[src/rtl/signed_mp_pkg.sv]
// signed_mp_pkg
// Shared definitions for the multi-precision signed add/subtract sequencer:
//   - BYTE_W        : width of the shared adder slice (8)
//   - state_t       : sequencer states IDLE / RUN / DONE
//   - cnt_width()   : byte-counter width for a given NBYTES
//   - sat_max/min() : saturation limits for a W-bit signed result (W <= 128).
//                     They are used by the top when SIGNED_MP_SAT_EN is defined.
package signed_mp_pkg;

  localparam int BYTE_W = 8;

  typedef enum logic [1:0] {
    S_IDLE = 2'd0,
    S_RUN  = 2'd1,
    S_DONE = 2'd2
  } state_t;

  // At least one bit, so that NBYTES=1 would still give a legal vector.
  function automatic int cnt_width(input int nbytes);
    return (nbytes < 2) ? 1 : $clog2(nbytes);
  endfunction

  // Largest positive W-bit two's-complement value (0x7F..FF), zero-extended to 128 bits.
  function automatic logic [127:0] sat_max(input int w);
    return (128'd1 << (w - 1)) - 128'd1;
  endfunction

  // Most negative W-bit two's-complement value (0x80..00), zero-extended to 128 bits.
  function automatic logic [127:0] sat_min(input int w);
    return 128'd1 << (w - 1);
  endfunction

endpackage

[src/rtl/byte_fadd_slice.sv]
// byte_fadd_slice
// Purely combinational 8-bit full-adder slice, the only adder in the sequencer.
// Ports:
//   i_a, i_b  : 8-bit operand bytes (i_b already inverted for subtraction)
//   i_cin     : carry in
//   o_sum     : 8-bit sum byte
//   o_cout    : carry out of bit 7
//   o_overflow: signed overflow, meaningful only for the most-significant byte
module byte_fadd_slice
  import signed_mp_pkg::*;
(
  input  logic [BYTE_W-1:0] i_a,
  input  logic [BYTE_W-1:0] i_b,
  input  logic              i_cin,
  output logic [BYTE_W-1:0] o_sum,
  output logic              o_cout,
  output logic              o_overflow
);

  logic [BYTE_W:0] w_full;

  assign w_full = {1'b0, i_a} + {1'b0, i_b} + {{BYTE_W{1'b0}}, i_cin};
  assign o_sum  = w_full[BYTE_W-1:0];
  assign o_cout = w_full[BYTE_W];

  // Overflow: both operand signs agree and the result sign differs from them.
  assign o_overflow = (i_a[BYTE_W-1] & i_b[BYTE_W-1] & ~o_sum[BYTE_W-1]) |
                      (~i_a[BYTE_W-1] & ~i_b[BYTE_W-1] & o_sum[BYTE_W-1]);

endmodule

[src/rtl/signed_mp_add_seq.sv]
// signed_mp_add_seq
// Multi-precision signed add/subtract sequencer. One operation is processed
// one byte per cycle, LSB first, through a single byte_fadd_slice, with carry
// chained between bytes in a register.
// Optional feature macro: SIGNED_MP_SAT_EN (saturate sum on signed overflow;
// overflow/cout still report the unsaturated condition).
// Ports:
//   clk, rst_n          : clock, asynchronous active-low reset
//   in_valid / in_ready : operand handshake (a, b, cin, op_sub)
//   out_valid/ out_ready: result handshake (sum, cout, overflow)
//   dbg_state           : current sequencer state (state_t encoding)
// Handshake: a transfer happens on a rising edge where valid && ready are both
// high. in_ready is high only in IDLE (and never during reset); out_valid is
// high only in DONE. A producer may not assume ready before it sees it, and
// sum/cout/overflow are meaningful only while out_valid is high.
module signed_mp_add_seq
  import signed_mp_pkg::*;
#(
  parameter int NBYTES = 4
) (
  input  logic                  clk,
  input  logic                  rst_n,
  input  logic                  in_valid,
  output logic                  in_ready,
  input  logic [8*NBYTES-1:0]   a,
  input  logic [8*NBYTES-1:0]   b,
  input  logic                  cin,
  input  logic                  op_sub,
  output logic                  out_valid,
  input  logic                  out_ready,
  output logic [8*NBYTES-1:0]   sum,
  output logic                  cout,
  output logic                  overflow,
  output logic [1:0]            dbg_state
);

  localparam int W     = BYTE_W * NBYTES;
  localparam int CNT_W = cnt_width(NBYTES);
  localparam logic [CNT_W-1:0] LAST_CNT = CNT_W'(NBYTES - 1);

  localparam logic [1:0] ST_IDLE = S_IDLE;
  localparam logic [1:0] ST_RUN  = S_RUN;
  localparam logic [1:0] ST_DONE = S_DONE;

  logic [1:0]       r_state;
  logic [CNT_W-1:0] r_cnt;
  logic [W-1:0]     r_a;      // operand A, shifted right one byte per RUN cycle
  logic [W-1:0]     r_b;      // operand B (already inverted for subtract)
  logic             r_carry;  // carry into the current byte
  logic [W-1:0]     r_acc;    // partial result, bytes enter at the top
  logic [W-1:0]     r_sum;    // presented result, only updated on entry to DONE
  logic             r_cout;
  logic             r_ovf;

  logic [BYTE_W-1:0] w_slice_sum;
  logic              w_slice_cout;
  logic              w_slice_ovf;
  logic [W-1:0]      w_full;
  logic [W-1:0]      w_result;

  byte_fadd_slice u_slice (
    .i_a        (r_a[BYTE_W-1:0]),
    .i_b        (r_b[BYTE_W-1:0]),
    .i_cin      (r_carry),
    .o_sum      (w_slice_sum),
    .o_cout     (w_slice_cout),
    .o_overflow (w_slice_ovf)
  );

  // Complete result as it will look after the final byte is shifted in.
  assign w_full = {w_slice_sum, r_acc[W-1:BYTE_W]};

`ifdef SIGNED_MP_SAT_EN
  localparam logic [W-1:0] SAT_POS = W'(sat_max(W));
  localparam logic [W-1:0] SAT_NEG = W'(sat_min(W));
  // On the final byte r_a[7] is the sign of A, which picks the saturation side.
  assign w_result = w_slice_ovf ? (r_a[BYTE_W-1] ? SAT_NEG : SAT_POS) : w_full;
`else
  assign w_result = w_full;
`endif

  always_ff @(posedge clk or negedge rst_n) begin
    if (!rst_n) begin
      r_state <= ST_IDLE;
      r_cnt   <= '0;
      r_a     <= '0;
      r_b     <= '0;
      r_carry <= 1'b0;
      r_acc   <= '0;
      r_sum   <= '0;
      r_cout  <= 1'b0;
      r_ovf   <= 1'b0;
    end else begin
      case (r_state)
        ST_IDLE: begin
          if (in_valid) begin
            r_a     <= a;
            r_b     <= op_sub ? ~b : b;
            // Subtraction is A + ~B + 1, so cin is not used then.
            r_carry <= op_sub ? 1'b1 : cin;
            r_cnt   <= '0;
            r_state <= ST_RUN;
          end
        end
        ST_RUN: begin
          r_a     <= r_a >> BYTE_W;
          r_b     <= r_b >> BYTE_W;
          r_acc   <= w_full;
          r_carry <= w_slice_cout;
          r_cnt   <= r_cnt + CNT_W'(1);
          if (r_cnt == LAST_CNT) begin
            r_sum   <= w_result;
            r_cout  <= w_slice_cout;
            r_ovf   <= w_slice_ovf;
            r_state <= ST_DONE;
          end
        end
        ST_DONE: begin
          if (out_ready) begin
            r_state <= ST_IDLE;
          end
        end
        default: r_state <= ST_IDLE;
      endcase
    end
  end

  // rst_n gates in_ready so that it is low for the whole reset interval.
  assign in_ready  = rst_n && (r_state == ST_IDLE);
  assign out_valid = (r_state == ST_DONE);
  assign sum       = r_sum;
  assign cout      = r_cout;
  assign overflow  = r_ovf;
  assign dbg_state = r_state;

endmodule

[config.mk]
export PLATFORM = sky130hd
export DESIGN_NAME = signed_mp_add_seq
export DESIGN_NICKNAME = d
export VERILOG_FILES = /design/src/rtl/signed_mp_pkg.sv /design/src/rtl/byte_fadd_slice.sv /design/src/rtl/signed_mp_add_seq.sv
export SDC_FILE = /design/constraint.sdc
export NUM_CORES = 1
export LEC_CHECK = 0
export CAP_MARGIN = 10
export CORE_MARGIN = 1
export CORE_UTILIZATION = 53
export DETAILED_ROUTE_END_ITERATION = 8
export GPL_TIMING_DRIVEN = 0
export PLACE_DENSITY = 0.92
export SYNTH_ARGS = -nofsm -noshare
export SYNTH_HDL_FRONTEND = slang
export SYNTH_HIERARCHICAL = 1
export SYNTH_SLANG_ARGS = --single-unit
export TNS_END_PERCENT = 10
[constraint.sdc]
create_clock -name clk -period 3.2 [get_ports clk]
set_input_delay 0.48 -clock clk [delete_from_list [all_inputs] [get_ports clk]]
set_output_delay 0.48 -clock clk [all_outputs]
set_load 0.02 [all_outputs]
# Yosys cells after proc, flatten, opt, wreduce, memory -nomap -nowiden
# Index checks and enable logic that the tools add are counted.
# word_totals
in_bits,70
reg_bits,135
output_inout_bits,38
word_cells,47
# classes
n_reduce_logical,6
add_sub_neg,3
n_mux,14
eq_ne,6
bitwise,9
# op_table
cell,count
$pmux 32 s2,2
$mux 32,3
$not 32->32,1
$add 8x8->9,1
$add 9x1->9,1
$mux 2,4
$pmux 2 s3,1
$and 1x1->1,4
$eq 2x2->1 const B,2
$ne 2x2->1 const B,2
$pmux 2 s2,1
$reduce_and 2->1,2
$not 1->1,3
$reduce_and 3->1,1
$add 2x1->2 const B,1
$eq 2x1->1 const B,1
$logic_not 2->1,1
$mux 1,2
$ne 2x1->1 const B,1
$pmux 1 s2,1
$reduce_bool 2->1,1
$logic_and 1x1->1,1
$or 1x1->1,1

# Depth between registers and ports, before layout
# Gate-level depths: netlist of run 1.
# logic_depth
ltp_word,5
ltp_mapped,8
depth_no_buf,8

# Cells and area by module
# Netlist of run 1, hierarchy kept.
# by_module_without_submodules
module,area_each_um2,cells_each,n_inst
signed_mp_add_seq,5811.8,518,1
byte_fadd_slice,370.4,43,1

# Least setup slack after synthesis of run 1
# No wires, ideal clock.
# synth_path
path_type,register to register
from,register r_a[0]
to,"register r_cout, in the netlist cout"
setup_time_ps,125
n_path_buf,0
path_stages_with_launch,8
t_arrival_ps,2346
setup_slack_ps,729
cell_sequence,dfrtp_1 fa_1 fa_1 a21o_1 a21oi_1 o21ai_1 o41a_1 mux2_2
# synth_via
elab_chain_len,2
# synth_lines
item,line,rtl
from (decl),signed_mp_add_seq.sv:47,logic [W-1:0] r_a;
from (signal assigned),signed_mp_add_seq.sv:106,r_a <= r_a >> BYTE_W;
$add 8x8->9,byte_fadd_slice.sv:22,"assign w_full = {1'b0, i_a} + {1'b0, i_b} + {{BYTE_W{1'b0}}, i_cin};"
$add 9x1->9,byte_fadd_slice.sv:22,
via w_slice_cout,signed_mp_add_seq.sv:56,logic w_slice_cout;
to (signal assigned),signed_mp_add_seq.sv:113,r_cout <= w_slice_cout;
to (decl),signed_mp_add_seq.sv:52,logic r_cout;
# The timed path passes the listed nets, and every way through them passes these cells.
# A chain may end at the register's enable or synchronous reset.

# Worst setup path in the final report of run 1
# layout_path
from,input port rst_n
to,output port in_ready
# layout_via
elab_chain_len,1
# layout_lines
item,line,rtl
from (decl),signed_mp_add_seq.sv:22,"input logic rst_n,"
$logic_and 1x1->1,signed_mp_add_seq.sv:129,assign in_ready = rst_n && (r_state == ST_IDLE);
to (decl),signed_mp_add_seq.sv:24,"output logic in_ready,"
# No other way between the ends.

==> impl_results.md, run 1 <==
* WP buf/inv at 4
* Routability cong. at 0.8658
* Fin nets at 770
* Worst Hold Slack at 481.6 ps
* Final setup fails at 0
* Worst R2R Setup Slack at 430 ps
* Worst Hold Class: reg -> reg
* Leading area contributor after synthesis: dfrtp_1
* Ranking of synthesized cells by area: dfrtp_1 (51%), nand2_1 (7.8%), mux2_4 (7.0%)
* Yosys warns at 6
* Post-synthesis cell count at between 500 and 600
* Later-pin clock latency in the skew report at between 400 and 500 ps
* Main flop type after synthesis: dfrtp_1
* M2 GR Usage at roughly 46%
* Slowest cell on crit path: clkdlybuf4s50_1
* Crit path largest cell delay at 650 ps
* Seq/Total Area, Yosys at 51.41%
* Via density per instance at 5.738
* CTS H-tree lvls at 4
* Drt pass-1 iters at 5
* RSZ-0062 raised after global routing: false
* Critical path capture point type: primary output
* Asr flop ratio synth at 100.0%
* I/O pin total at ~110
* Clock skew at 10.99 ps
* Arrival @ worst endpoint at approximately 2500 ps
* Area Overhead vs Synth at 31.13%
* Multi-input gate area at 0.002751 mm^2
* Die width at 110 um
* Max Slew Vio Count at 0
* Worst path required time at 2720 ps
* Min Tclk post-route at approximately 3000 ps
* Mapped cell area at about 0.0062 mm^2
* Final ANT Viol Nets at 0
* P per Cell Area at 1034 mW/mm^2
* Worst vdd ir at 0.6701 mV
* Die ar. at roughly 0.012 mm^2
* Clock transition at path regs at roughly 50 ps
* Startpoint type of the worst setup path: primary input
* Total GRT Usage at 26.99%
* Largest net degree at the start of global routing at 110
* Fmax at between 0.3 and 0.4 GHz
* Antenna diode count at 0
* Syn Area/Cell at 11.02 um^2
* Top delay family on crit path: buffers and inverters
* Die Height at 110 um
* MaxCap Viol Count at 0
* Initial core utilization at 54.37%
* Sequence of cells on the critical path: dlygate4sd3_1 -> buf_6 -> buf_16 -> nor3b_1 -> clkdlybuf4s50_1
* First-pass GRT wire length at 24420 um
* Status: finished clean
* Top Usage Layer GRT: met2
* Leakage Power at 3.687 nW
* Core region area at approximately 0.011 mm^2
* IO buf count at 106
* Number of synthesized flops with an enable pin at 0
* Total wire length at 15010 um
* TritonCTS clock tree: built
* FF/Latch Area at 0.003178 mm^2
* Resized cells post-CTS at 0
* Initial antenna violation count at 0
* Top-area cell type share of the netlist area at about half
* Netlist cell types at 43
* Synthesized flop and latch total at about 130
* Max clock buf depth at 2
* Vias in the first global route at 4941
* Total gr overflow at 0
* Detailed placer's ending HPWL at 10620 um
* Row cnt at 39
* Clk root buf: clkbuf_16
* GRT met3 Usage at under 10%
* Met1 Track Usage GR at 32.35%
* Sink Count at 127
* Final period utilization at 93.08%
* Via count at 4849
* Worst-path fanout max at 55
* Number of remaining DRC errors at 0
* Initial DRC Count at 297
* Worst setup path class: in -> out
* Finished Layout Cells at 845
* Fin. Hold Viols at 0
* # fillers at 752
* Cell count after placement at 811
* Post-synth net total at 642
* Worst-margin pin slew at 570.5 ps
* Avg WL per Cell at around 18 um
* Power Total at approximately 8.4 mW
* Share of cells above drive strength 1 at around 17%
* Relative max-transition margin at 61.83%
* TritonCTS Buffers at 17
==> metrics by stage <==
step                      area [um^2]  setup slack (ps)  TNS, ps  util, %
after global placement           7422             -3190  -371120    65.28
after CTS                        8082             16.78        0    71.08
after floorplan                  6182             729.4        0        -
after detailed placement         7451             469.6        0    65.53
final                            8107             221.5        0    71.30
after global routing             8107             103.1        0    71.30
==> placed cells by master, fill, tap and decap left out, types with 8 or more instances in the layout <==
master           count
buf_2               19
xnor2_1             34
ha_1                 9
o21ai_1              9
nand2_1            128
a22o_1               9
clkdlybuf4s50_1    105
dfrtp_1            127
a22oi_1             29
o211ai_1            10
a21oi_1             28
clkbuf_1            11
clkbuf_16           18
buf_6                8
o221ai_2            13
o21ai_0             28
mux2_4              29
nor2b_1             19
==> repair_timing <==
item / in CTS / in global routing
hold buffers: 1 / 0
setup endpoints to repair: 0 / 1
endpoints found under the hold margin: 19 / 0
setup buffers: 0 / 0
==> power breakdown <==
part	switching, mW	total (mW)	leakage, nW	internal (mW)
Combinational	1.89	3.56	1.75	1.67
Sequential	0.517	2.81	1.63	2.29
Clock	0.711	2.01	0.304	1.30
==> cells by family after synthesis <==
| kind of cell | share of synthesized area, % |
|---|---|
| buffers and inverters | 4.088 |
| AND/OR/NAND/NOR | 11.94 |
| XOR/XNOR | 5.242 |
| multiplexers | 8.136 |
| flip-flops | 51.41 |
| adder cells (fa/ha/maj) | 2.469 |
| AO/OA/AOI/OAI | 16.72 |
==> worst min-delay path: cells and delay by family (launching register included) <==
family / cells / cell delay, ps
DFF: 1 / 340
and+or+nand+nor: 2 / 110
==> layout make-up <==
type,count,share of cell area [%]
tap,143,2.207
clock inverter,14,2.361
timing repair buffer,109,13.88
buffer,40,2.933
multi-input combinational,390,33.94
clock buffer,18,5.294
inverter,4,0.1852
sequential,127,39.20
==> metal layers <==
layer | share of wire (%) | wire [um]
met2 | 51 | 7597
met3 | 6.8 | 1025
met1 | 40 | 5992
met5 | 0 | 0
met4 | 2.6 | 391
==> state kept, by name, indices dropped and copies added, names as in the netlist <==
name and flops:
r_a 32, r_b 32, sum 32, r_acc 24
dbg_state 2, r_cnt 2, cout 1, overflow 1
r_carry 1
==> cells in the mapped netlist, types with 2 or more instances <==
master    number
mux2_4        29
and2b_1        3
nor2_1         4
nand2b_1       3
o21ai_0       28
nor2b_4        2
buf_4          3
xnor2_1       34
and3b_1        3
a21o_1         2
buf_2         19
dfrtp_1      127
fa_1           2
a22oi_1       29
nor2b_1       19
buf_6          7
mux2_2         5
o211ai_1      10
xor2_1         3
nand2_1      128
a21oi_1       28
nor3_1         2
clkbuf_1      10
o21ai_1        9
ha_1           9
a22o_1         9
o221ai_1       3
o221ai_2      13
inv_1          4
==> worst paths after layout <==
kind / from / end / depth (start not counted)
worst min register to register: r_acc[9] / r_acc[9] / 2
min in group asynchronous: rst_n / sum[2] / 2
worst max register to register: r_a[0] / cout / 7
worst max-delay path: rst_n / in_ready / 5
worst min-delay path: r_acc[9] / r_acc[9] / 2
max in group asynchronous: rst_n / r_acc[17] / 3
Note: power is estimated with default switching activity, not from simulation.
==> inputs of run 2 (changes only) <==
--- a/config.mk
+++ b/config.mk
@@ -7,12 +7,12 @@
 export LEC_CHECK = 0
 export CAP_MARGIN = 10
 export CORE_MARGIN = 1
-export CORE_UTILIZATION = 53
+export CORE_UTILIZATION = 57
 export DETAILED_ROUTE_END_ITERATION = 8
+export DONT_BUFFER_PORTS = 1
 export GPL_TIMING_DRIVEN = 0
-export PLACE_DENSITY = 0.92
+export PLACE_DENSITY = 0.87
 export SYNTH_ARGS = -nofsm -noshare
 export SYNTH_HDL_FRONTEND = slang
-export SYNTH_HIERARCHICAL = 1
 export SYNTH_SLANG_ARGS = --single-unit
 export TNS_END_PERCENT = 10
==> constraint.sdc (replaced) <==
create_clock -name clk -period 2.7 [get_ports clk]
set_input_delay 0.405 -clock clk [delete_from_list [all_inputs] [get_ports clk]]
set_output_delay 0.405 -clock clk [all_outputs]
set_load 0.02 [all_outputs]
==> run 2 against run 1 <==
  * Sequential power is 30% higher
  * Non-clock buffer count decreased by 103
  * Clock skew decreased by 2.1 ps
  * Via count shrank 5.2%
  * Critical path depth is 2 lower
  * Utilization is 5.5 points lower
  * Cell count fell by 11%
  * Highest routed layer unchanged
  * Worst hold slack lost 900 ps
  * Largest power group is now sequential cells
  * The flow now finishes with violations (hold timing)
  * Combinational power shrank 19%
  * Global-route usage rose by 1.1 points
==> impl_results.md, run 2 <==
* MaxCap Viol Count at 0 (unchanged)
* Core region area at 0.01028 mm^2 (-9.6%)
* Sink Count at 127 (unchanged)
* Routability cong. at 0.8804 (+1.7%)
* Setup Buffers After CTS at 0 (unchanged)
* Die ar. at 0.01099 mm^2 (-9.1%)
* IO buf count at 0 (-100%)
* Worst setup margin at 188.5 ps (-33.00 ps)
* Synthesized flop and latch total at 127 (unchanged)
* RSZ-0062 raised after global routing: false
* Initial core utilization at 58.67% (+4.3 points)
* Syn Area/Cell at 10.41 um^2 (-5.5%)
* Leading area contributor after synthesis: dfrtp_1
* Worst-path fanout max at 10 (-82%)
* Most common cell after layout, fill and taps aside: dfrtp_1
* Largest net degree at the start of global routing at 129 (+17%)
* Status: complete, but fails checks
* Arrival @ worst endpoint at 2110 ps (-390 ps)
* Row cnt at 37 (-5.1%)
* Worst setup path class: reg -> out
* Fin. Hold Viols at 127 (+127)
* Critical path capture point type: primary output
* Post-DP Area at 0.006200 mm^2 (-17%)
* Worst path required time at 2300 ps (-420 ps)
* Setup crit start: dbg_state[1]
* TritonCTS clock tree: built
* Area Overhead vs Synth at 12.18%
* Asr flop ratio synth at 100.0% (unchanged)
* Min Tclk post-route at between 2000 and 3000 ps
* Top-area cell type share of the netlist area at 52.71% (+1.3 points)
* Yosys warns at 0 (-6)
* Total GRT Usage at 28.06% (+1.1 points)
* Fin area at 0.006764 mm^2 (-17%)
* Number of remaining DRC errors at 0 (unchanged)
* Share of cells above drive strength 1 at 12.25% (-4.4 points)
* Main flop type after synthesis: dfrtp_1
* Initial DRC Count at 282 (-5.1%)
* Clk root buf: clkbuf_8
* Final period utilization at 93.02%
* Netlist cell types at 41 (-4.7%)
* Fmax at 0.3982 GHz
* Detailed placer's ending HPWL at 10280 um (-3.2%)
* Later-pin clock latency in the skew report at 520 ps (+110 ps)
* Total gr overflow at 0 (unchanged)
* Mapped cell area at 0.006030 mm^2 (-2.5%)
* Worst Hold Class: in -> async
* Max Slew Vio Count at 0 (unchanged)
* P per Cell Area at 1278 mW/mm^2 (+24%)
* Total wire length at 14770 um (-1.6%)
* Startpoint type of the worst setup path: register
* Ranking of synthesized cells by area: dfrtp_1 (53%), a22oi_1 (6.0%), o21ai_0 (5.2%)
* Most frequent cells in the layout: dfrtp_1 (127), nand2_1 (70), o21ai_0 (63)
* Setup tns final at 0 ps (unchanged)
* Leakage Power at 3.078 nW (-17%)
* Post-synth net total at 660 (+2.8%)
* Resized cells post-CTS at 0 (unchanged)
* First-pass GRT wire length at 23810 um (-2.5%)
* Reg-to-reg startpoint: r_a[0]
* Final setup fails at 0 (unchanged)
* Count leader, synth: dfrtp_1
* Number of synthesized flops with an enable pin at 0 (unchanged)
* Worst vdd ir at 0.7078 mV (+5.6%)
* Post-synthesis cell count at 579 (+3.2%)
* Worst Hold Slack at -419.1 ps (-900.7 ps)
* Pre-CTS WS at 283.3 ps (-186.3 ps)
* Initial antenna violation count at 0 (unchanged)
* Vias in the first global route at 4672 (-5.4%)
* Max clock buf depth at 2 (unchanged)
* I/O pin total at 108 (unchanged)
* Top post-synthesis cells by count: dfrtp_1 (127), nand2_1 (70), o21ai_0 (63), a21oi_1 (51)
* Drt pass-1 iters at 5 (unchanged)
* Fin nets at 681 (-12%)
* Die width at 104.9 um (-4.7%)
* Antenna diode count at 0 (unchanged)
* Worst-margin pin slew at 694.8 ps (+124.4 ps)
* Clock transition at path regs at 60 ps (about the same)
* Seq/Total Area, Yosys at 52.71% (+1.3 points)
* Avg WL per Cell at 19.74 um (+11%)
* Via density per instance at 6.148 (+7.1%)
* Die Height at 104.9 um (-4.7%)
* Clock skew at 8.942 ps (-2.051 ps)
* CTS H-tree lvls at 4 (unchanged)
* Failing checks: hold timing
* Final ANT Viol Nets at 0 (unchanged)
* TritonCTS Buffers at 17 (unchanged)
* Relative max-transition margin at 53.58% (-8.3 points)
* Via count at 4599 (-5.2%)
run 2: changes by cell type in the layout (fill, tap and decap cells not counted), moves of 19 or more:
cell,previous run,this run
a21oi_1,28,51
xor2_1,3,33
xnor2_1,34,3
clkbuf_1,11,30
nor2b_1,19,48
nand2_1,128,70
o21ai_0,28,63
mux2_4,29,0
a22oi_1,29,48
clkdlybuf4s50_1,105,0
mux2_2,5,26
run 2: where the power goes:
part           internal [mW]  leakage [nW]  switching (mW)  total (mW)
clock network           1.30         0.257           0.819        2.12
logic                   1.18          1.19            1.69        2.87
registers               2.71          1.63           0.941        3.65
run 2: routing by layer:
| metal | share of wire, % | GRT usage (%) | wire length (um) | up-vias |
|---|---|---|---|---|
| met5 | 0 | 0 | 0 | - |
| met4 | 2.0 | 9.356 | 291 | 0 |
| met3 | 8.3 | 8.983 | 1219 | 22 |
| met2 | 52 | 49.43 | 7645 | 202 |
| met1 | 38 | 32.20 | 5612 | 2296 |
| li1 | - | - | - | 2079 |
run 2: what timing repair did:
action / CTS / global route
hold buffers: 1 / 1
hold endpoints to repair: 128 / 128
setup endpoints to repair: 0 / 0
run 2: area by class of cell:
class                           instances  area [um^2]
Tap cell                              136        170.2
Clock buffer                           20        425.4
Sequential cell                       127         3178
Buffer                                 44        186.4
Clock inverter                         11        118.9
Fill cell                             773         3513
Multi-Input combinational cell        404         2650
Inverter                                4        15.01
Timing Repair Buffer                    2        20.02
run 2: cell families after synthesis:
logic type | synth area share [%]
XOR/XNOR | 5.229
flip-flops | 52.71
AND/OR/NAND/NOR | 10.48
multiplexers | 5.209
adder cells (fa/ha/maj) | 2.532
AO/OA/AOI/OAI | 20.50
buffers and inverters | 3.341
run 2: critical path: stages, from the launching register on:
cell and delay, ps:
dfrtp_1 450, buf_2 230, clkbuf_1 270, nor3b_1 640
run 2: worst paths after layout:
path                            end  slack [ps]  cells past startpoint
max                        in_ready         190                      3
min                          sum[5]        -420                      0
max reg2reg                 sum[30]         290                      7
min reg2reg                r_acc[8]         480                      2
max in group asynchronous   sum[30]        2990                      0
min in group clk            r_a[24]          20                      1
run 2: per-stage QoR:
step | std cells | power, mW | hold WS [ps] | utilization [%]
floorplan | 579 | 5.631 | 109.4 | -
global placement | 715 | 6.239 | 113.0 | 60.32
detailed placement | 715 | 6.462 | 111.8 | 60.32
CTS | 747 | 8.621 | -434.4 | 65.72
global route | 748 | 9.154 | -447.0 | 65.81
finish | 748 | 8.642 | -419.1 | 65.81
==> inputs of run 3 (changes only) <==
--- a/config.mk
+++ b/config.mk
@@ -5,7 +5,9 @@
 export SDC_FILE = /design/constraint.sdc
 export NUM_CORES = 1
 export LEC_CHECK = 0
-export CAP_MARGIN = 10
+export ABC_CLOCK_PERIOD_IN_PS = 2700
+export CAP_MARGIN = 20
+export CORE_ASPECT_RATIO = 1.25
 export CORE_MARGIN = 1
 export CORE_UTILIZATION = 57
 export DETAILED_ROUTE_END_ITERATION = 8
==> run 3 against run 2 <==
  * The flow still finishes with violations (hold timing)
  * Die area is essentially flat
  * Sequential share of layout area fell by 0.11 points
  * Global-route usage hardly changed
  * Critical path depth up 4
  * Sequential power is essentially flat
  * Non-clock buffer count fell by 2
  * Worst setup slack better by 40 ps
  * Final area up 0.24%
  * Register-to-register slack got worse by 60 ps
  * Critical path type is now reg -> reg
  * Largest cell class unchanged
==> impl_results.md, run 3 (synthesized netlist as in run 2, its figures left out) <==
* Via count at 4587 (-0.26%)
* Finished Layout Cells at 740 (-1.1%)
* Worst Hold Slack at -320.3 ps (+98.74 ps)
* Area Overhead vs Synth at 12.45%
* Worst-path fanout max at 3 (-7)
* Sink Count at 127 (unchanged)
* P per Cell Area at 1297 mW/mm^2 (+1.5%)
* Cell count after placement at 708 (-0.98%)
* Drt pass-1 iters at 5 (unchanged)
* Number of remaining DRC errors at 0 (unchanged)
* Resized cells post-CTS at 0 (unchanged)
* Startpoint type of the worst setup path: register
* Most frequent cells in the layout: dfrtp_1 (127), nand2_1 (70), o21ai_0 (63)
* Failing checks: hold timing
* Avg WL per Cell at 19.80 um (+0.29%)
* Total wire length at 14650 um (-0.79%)
* Final period utilization at 91.54% (-1.5 points)
* Slowest cell on crit path: fa_1
* Via density per instance at 6.199 (+0.82%)
* Fin area at 0.006780 mm^2 (+0.24%)
* Detailed placer's ending HPWL at 10220 um (-0.52%)
* Max clock buf depth at 2 (unchanged)
* Share of cells above drive strength 1 at 12.60% (+0.35 points)
* Initial antenna violation count at 0 (unchanged)
* Worst path required time at 3020 ps (+720 ps)
* Clock transition at path regs at 60 ps (about the same)
* Leakage Power at 3.098 nW (+0.67%)
* Sequence of cells on the critical path: fa_1 -> fa_1 -> a21o_2 -> a21oi_2 -> o21a_1 -> o21ai_0 -> a41oi_1
* Setup tns final at 0 ps (unchanged)
* Core region area at 0.01021 mm^2 (-0.67%)
* IO buf count at 0 (unchanged)
* Later-pin clock latency in the skew report at 430 ps (-90 ps)
* Crit path largest cell delay at 520 ps (-120 ps)
* Total gr overflow at 0 (unchanged)
* Status: complete, but fails checks
* Most numerous cell on the critical path: fa_1
* Worst vdd ir at 0.7005 mV (-1.0%)
* Top delay family on crit path: compound AO/OA/AOI/OAI gates
* Routability cong. at 0.8430 (-4.2%)
* Largest net degree at the start of global routing at 129 (unchanged)
* Post-DP Area at 0.006191 mm^2 (-0.14%)
* Fin. Hold Viols at 127 (unchanged)
* Row cnt at 41 (+11%)
* Die width at 93.99 um (-10%)
* Clk root buf: clkbuf_16
* Final setup fails at 0 (unchanged)
* Max Slew Vio Count at 0 (unchanged)
* Arrival @ worst endpoint at 2800 ps (+690 ps)
* Min Tclk post-route at 2471 ps (-39.99 ps)
* Initial DRC Count at 367 (+30%)
* Die Height at 117.0 um (+12%)
* MaxCap Viol Count at 0 (unchanged)
* Most common cell after layout, fill and taps aside: dfrtp_1
* Worst setup path class: reg -> reg
* RSZ-0062 raised after global routing: false
* Total GRT Usage at 28.05% (about the same)
* Relative max-transition margin at 53.72% (+0.14 points)
* CTS H-tree lvls at 4 (unchanged)
* WP buf/inv at 0 (-2)
* Final ANT Viol Nets at 0 (unchanged)
* Fmax at 0.4046 GHz (+1.6%)
* Fin nets at 679 (-0.29%)
* Worst Hold Class: in -> async
* Die ar. at 0.01100 mm^2 (about the same)
* # fillers at 750 (-3.0%)
* Worst-margin pin slew at 692.8 ps (-2.095 ps)
* TritonCTS clock tree: built
* I/O pin total at 108 (unchanged)
* Antenna diode count at 0 (unchanged)
* Initial core utilization at 59.06% (+0.40 points)
* Critical path capture point type: register
* Power Total at 8.794 mW (+1.8%)
* TritonCTS Buffers at 17 (unchanged)
* Clock skew at 13.45 ps (+4.510 ps)
* First-pass GRT wire length at 22910 um (-3.8%)
* Setup Buffers After CTS at 0 (unchanged)
* Vias in the first global route at 4688 (+0.34%)
## run 3: cell types whose count changed in the layout (fill, tap and decap cells not counted), sizes merged
cell	change
dlygate4sd3	-2
bufinv	+1
clkinvlp	-1
clkinv	+1
## run 3: report_power, final
group	switching (mW)	internal (mW)
clock	0.822	1.46
combinational	1.69	1.18
sequential	0.924	2.71
total	3.44	5.36
## run 3: layout make-up
cell class / count / area (um^2) / area share, %
Buffer: 44 / 186.4 / 2.750
Clock buffer: 20 / 446.7 / 6.588
Inverter: 4 / 15.01 / 0.2214
Sequential cell: 127 / 3178 / 46.87
Tap cell: 129 / 161.4 / 2.381
Clock inverter: 12 / 142.6 / 2.104
Multi-Input combinational cell: 404 / 2650 / 39.08
## run 3: per-stage QoR
step | util, % | hold slack [ps] | setup WS (ps)
floorplan | - | 109.4 | 535.1
global placement | 60.64 | 112.5 | 336.8
detailed placement | 60.64 | 111.9 | 279.0
CTS | 66.42 | -325.9 | 233.4
global route | 66.42 | -330.4 | 81.06
finish | 66.42 | -320.3 | 228.5
## run 3: per-layer routing
metal,global-route usage [%],wire length [um]
met2,49.34,7546
met5,0,0
met4,17.03,687
met1,28.97,5199
met3,9.238,1217
## run 3: worst paths after layout
check	depth (start not counted)	slack (ps)	startpoint	end
max	7	230	r_a[0]	sum[30]
min	0	-320	rst_n	r_a[6]
max reg2reg	7	230	r_a[0]	sum[30]
min reg2reg	2	480	r_acc[12]	r_acc[12]
max in group asynchronous	0	2880	rst_n	r_b[27]
min in group clk	1	110	out_ready	dbg_state[1]
==> patch (settings of run 3) <==
Register the output `dbg_state` once more, without a reset; this adds one clock of latency there. The other outputs are not delayed to match.
--- a/src/rtl/signed_mp_add_seq.sv
+++ b/src/rtl/signed_mp_add_seq.sv
@@ -132,5 +132,7 @@
   assign cout      = r_cout;
   assign overflow  = r_ovf;
-  assign dbg_state = r_state;
+  always_ff @(posedge clk) begin
+    dbg_state <= r_state;
+  end
 
 endmodule
Formal check against the unedited RTL: not equivalent (a bounded check fails within 4 cycles, from zero or initial values and one cycle with rst_n low).
==> patch against run 3 <==
- the flow still finishes with violations (hold timing)
- sequential cell count rose by 2
- highest routed layer unchanged
- final cell count rose by 0.27%
- routed wire length rose by 1.1%
- global-route usage rose by 0.23 points
- clock skew fell by 0.0075 ns
- design area rose by 1.2%
- power rose by 2.4%
- worst setup slack got worse by 0.031 ns
- critical endpoint unchanged
- critical path type unchanged
- synthesized area rose by 0.66%
==> patch: results (changes against run 3) <==
vias in the first global route=4,837 (+3.2%); synthesized-area fraction occupied by xor and xnor cells=5.19% (-0.034 points); M1 WL=5200 um (about the same); post-synth top area cell=dfrtp_1; clock power share=26.8% (+0.8 points); CP max stage delay=0.52 ns (about the same); adder-cell area share of the yosys netlist=2.51% (-0.017 points); synth cell count leaders=dfrtp_1, nand2_1, o21ai_0; Syn. warnings=0 (unchanged); Worst-Skew Late Latency=0.42 ns; Peak supply drop=713 uV (+1.8%); total track usage=28.3% (+0.23 points); via count=4,603 (+0.35%); worst r2r dst=sum[30]; clock tree buffer depth=2 (unchanged); GP Congestion=0.858 (+1.8%); Sw Pwr=0.00350 W (+1.7%); # H-tree levels=4 (unchanged); top cell family by delay on the critical path=compound AO/OA/AOI/OAI gates; first-pass GRT wire length=23,700 um (+3.4%); DR WL met3=1120 um (-7.7%); first-iteration detailed-routing DRC count=305 (-17%); top post-synthesis cells by area=dfrtp_1, a22oi_1, o21ai_0, nor2b_1, mux2_2; layout cell share with drive strength beyond 1=12.7% (+0.12 points); global routing usage on met1=30.7% (+1.7 points); status=finished, violations left; total CTS buffers=17 (unchanged); Seq/Total Area, Yosys=53.0% (+0.31 points); Reg power frac=40.9% (-0.4 points); DR top layer=met4; Synth cell types=42 (+2.4%); r2r setup slk=0.20 ns (-0.03 ns); R2R depth=7 (unchanged); failing checks=hold timing; M3 GR Usage=7.98% (-1.3 points); Final Hold Fails=127 (unchanged); # fillers=749 (-0.13%); Post-Syn Nets=662 (+0.30%); Leakage=3.13 nW (+1.1%); skew final=0.00592 ns (-0.00754 ns); async set-or-reset flop fraction in the synthesized netlist=98.4% (-1.6 points); arrival time worst endpoint=2.83 ns (+0.03 ns); Synth Area in Compound Gates=20.4% (-0.14 points); WL final=14,800 um (+1.1%); M2 GR Usage=49.3% (about the same); Yosys top cell area share=52.4% (-0.35 points); # nets final=681 (+0.29%); drt pass-1 iters=5 (unchanged); multiplexer area fraction after synthesis=5.17% (-0.034 points); ant diodes=0 (unchanged); crit path max fanout=3 (unchanged); HPWL after DPL=10,500 um (+2.6%); Worst R2R Start=r_a[0]; worst min path class=in -> async; Die X=94.3 um (+0.32%); WL met2=8000 um (+6.1%); Max-slew headroom=54.5% (+0.78 points); largest net degree at the start of global routing=129 (unchanged); final hold slack=-0.319 ns (+0.00108 ns)
==> patch: cell count changes in the layout (fill, tap and decap cells not counted), sizes merged <==
cell,change
bufinv,+1
clkbuf,-1
clkinvlp,-1
dfxtp,+2
inv,+1
==> patch: per-stage QoR <==
| step | total power [W] | setup WS [ns] | area (sq um) | cells | hold slack (ns) |
|---|---|---|---|---|---|
| finish | 0.00901 | 0.198 | 6860 | 742 | -0.319 |
| global route | 0.00950 | 0.121 | 6860 | 742 | -0.331 |
| CTS | 0.00901 | 0.197 | 6860 | 742 | -0.330 |
| detailed placement | 0.00654 | 0.211 | 6230 | 710 | 0.112 |
| global placement | 0.00628 | 0.322 | 6230 | 710 | 0.112 |
| floorplan | 0.00568 | 0.535 | 6070 | 581 | 0.109 |
==> patch: timing repair <==
| action | CTS | global route |
|---|---|---|
| hold endpoints to repair | 127 | 127 |
| endpoints found under the setup margin | 0 | 0 |
| buffers inserted | 0 | 0 |
==> patch: how the worst max path moves through the flow <==
| stage | start | to | slack, ns | depth (start not counted) |
|---|---|---|---|---|
| after floorplan | r_a[0] | sum[30] | 0.54 | 7 |
| after global placement | r_a[0] | sum[30] | 0.32 | 7 |
| after global routing | r_a[0] | sum[30] | 0.12 | 7 |
| after CTS | r_a[0] | sum[30] | 0.20 | 7 |
| after detailed placement | r_a[0] | sum[30] | 0.21 | 7 |
| final | r_a[0] | sum[30] | 0.20 | 7 |
==> patch: layout make-up <==
cell class / instances / area share, %
inverters: 4 / 0.219
plain buffers: 44 / 2.72
multi-input cells: 404 / 38.6
well taps: 129 / 2.35
flip-flops and latches: 129 / 46.9
clock inverters: 13 / 2.70
clock buffers: 19 / 6.46
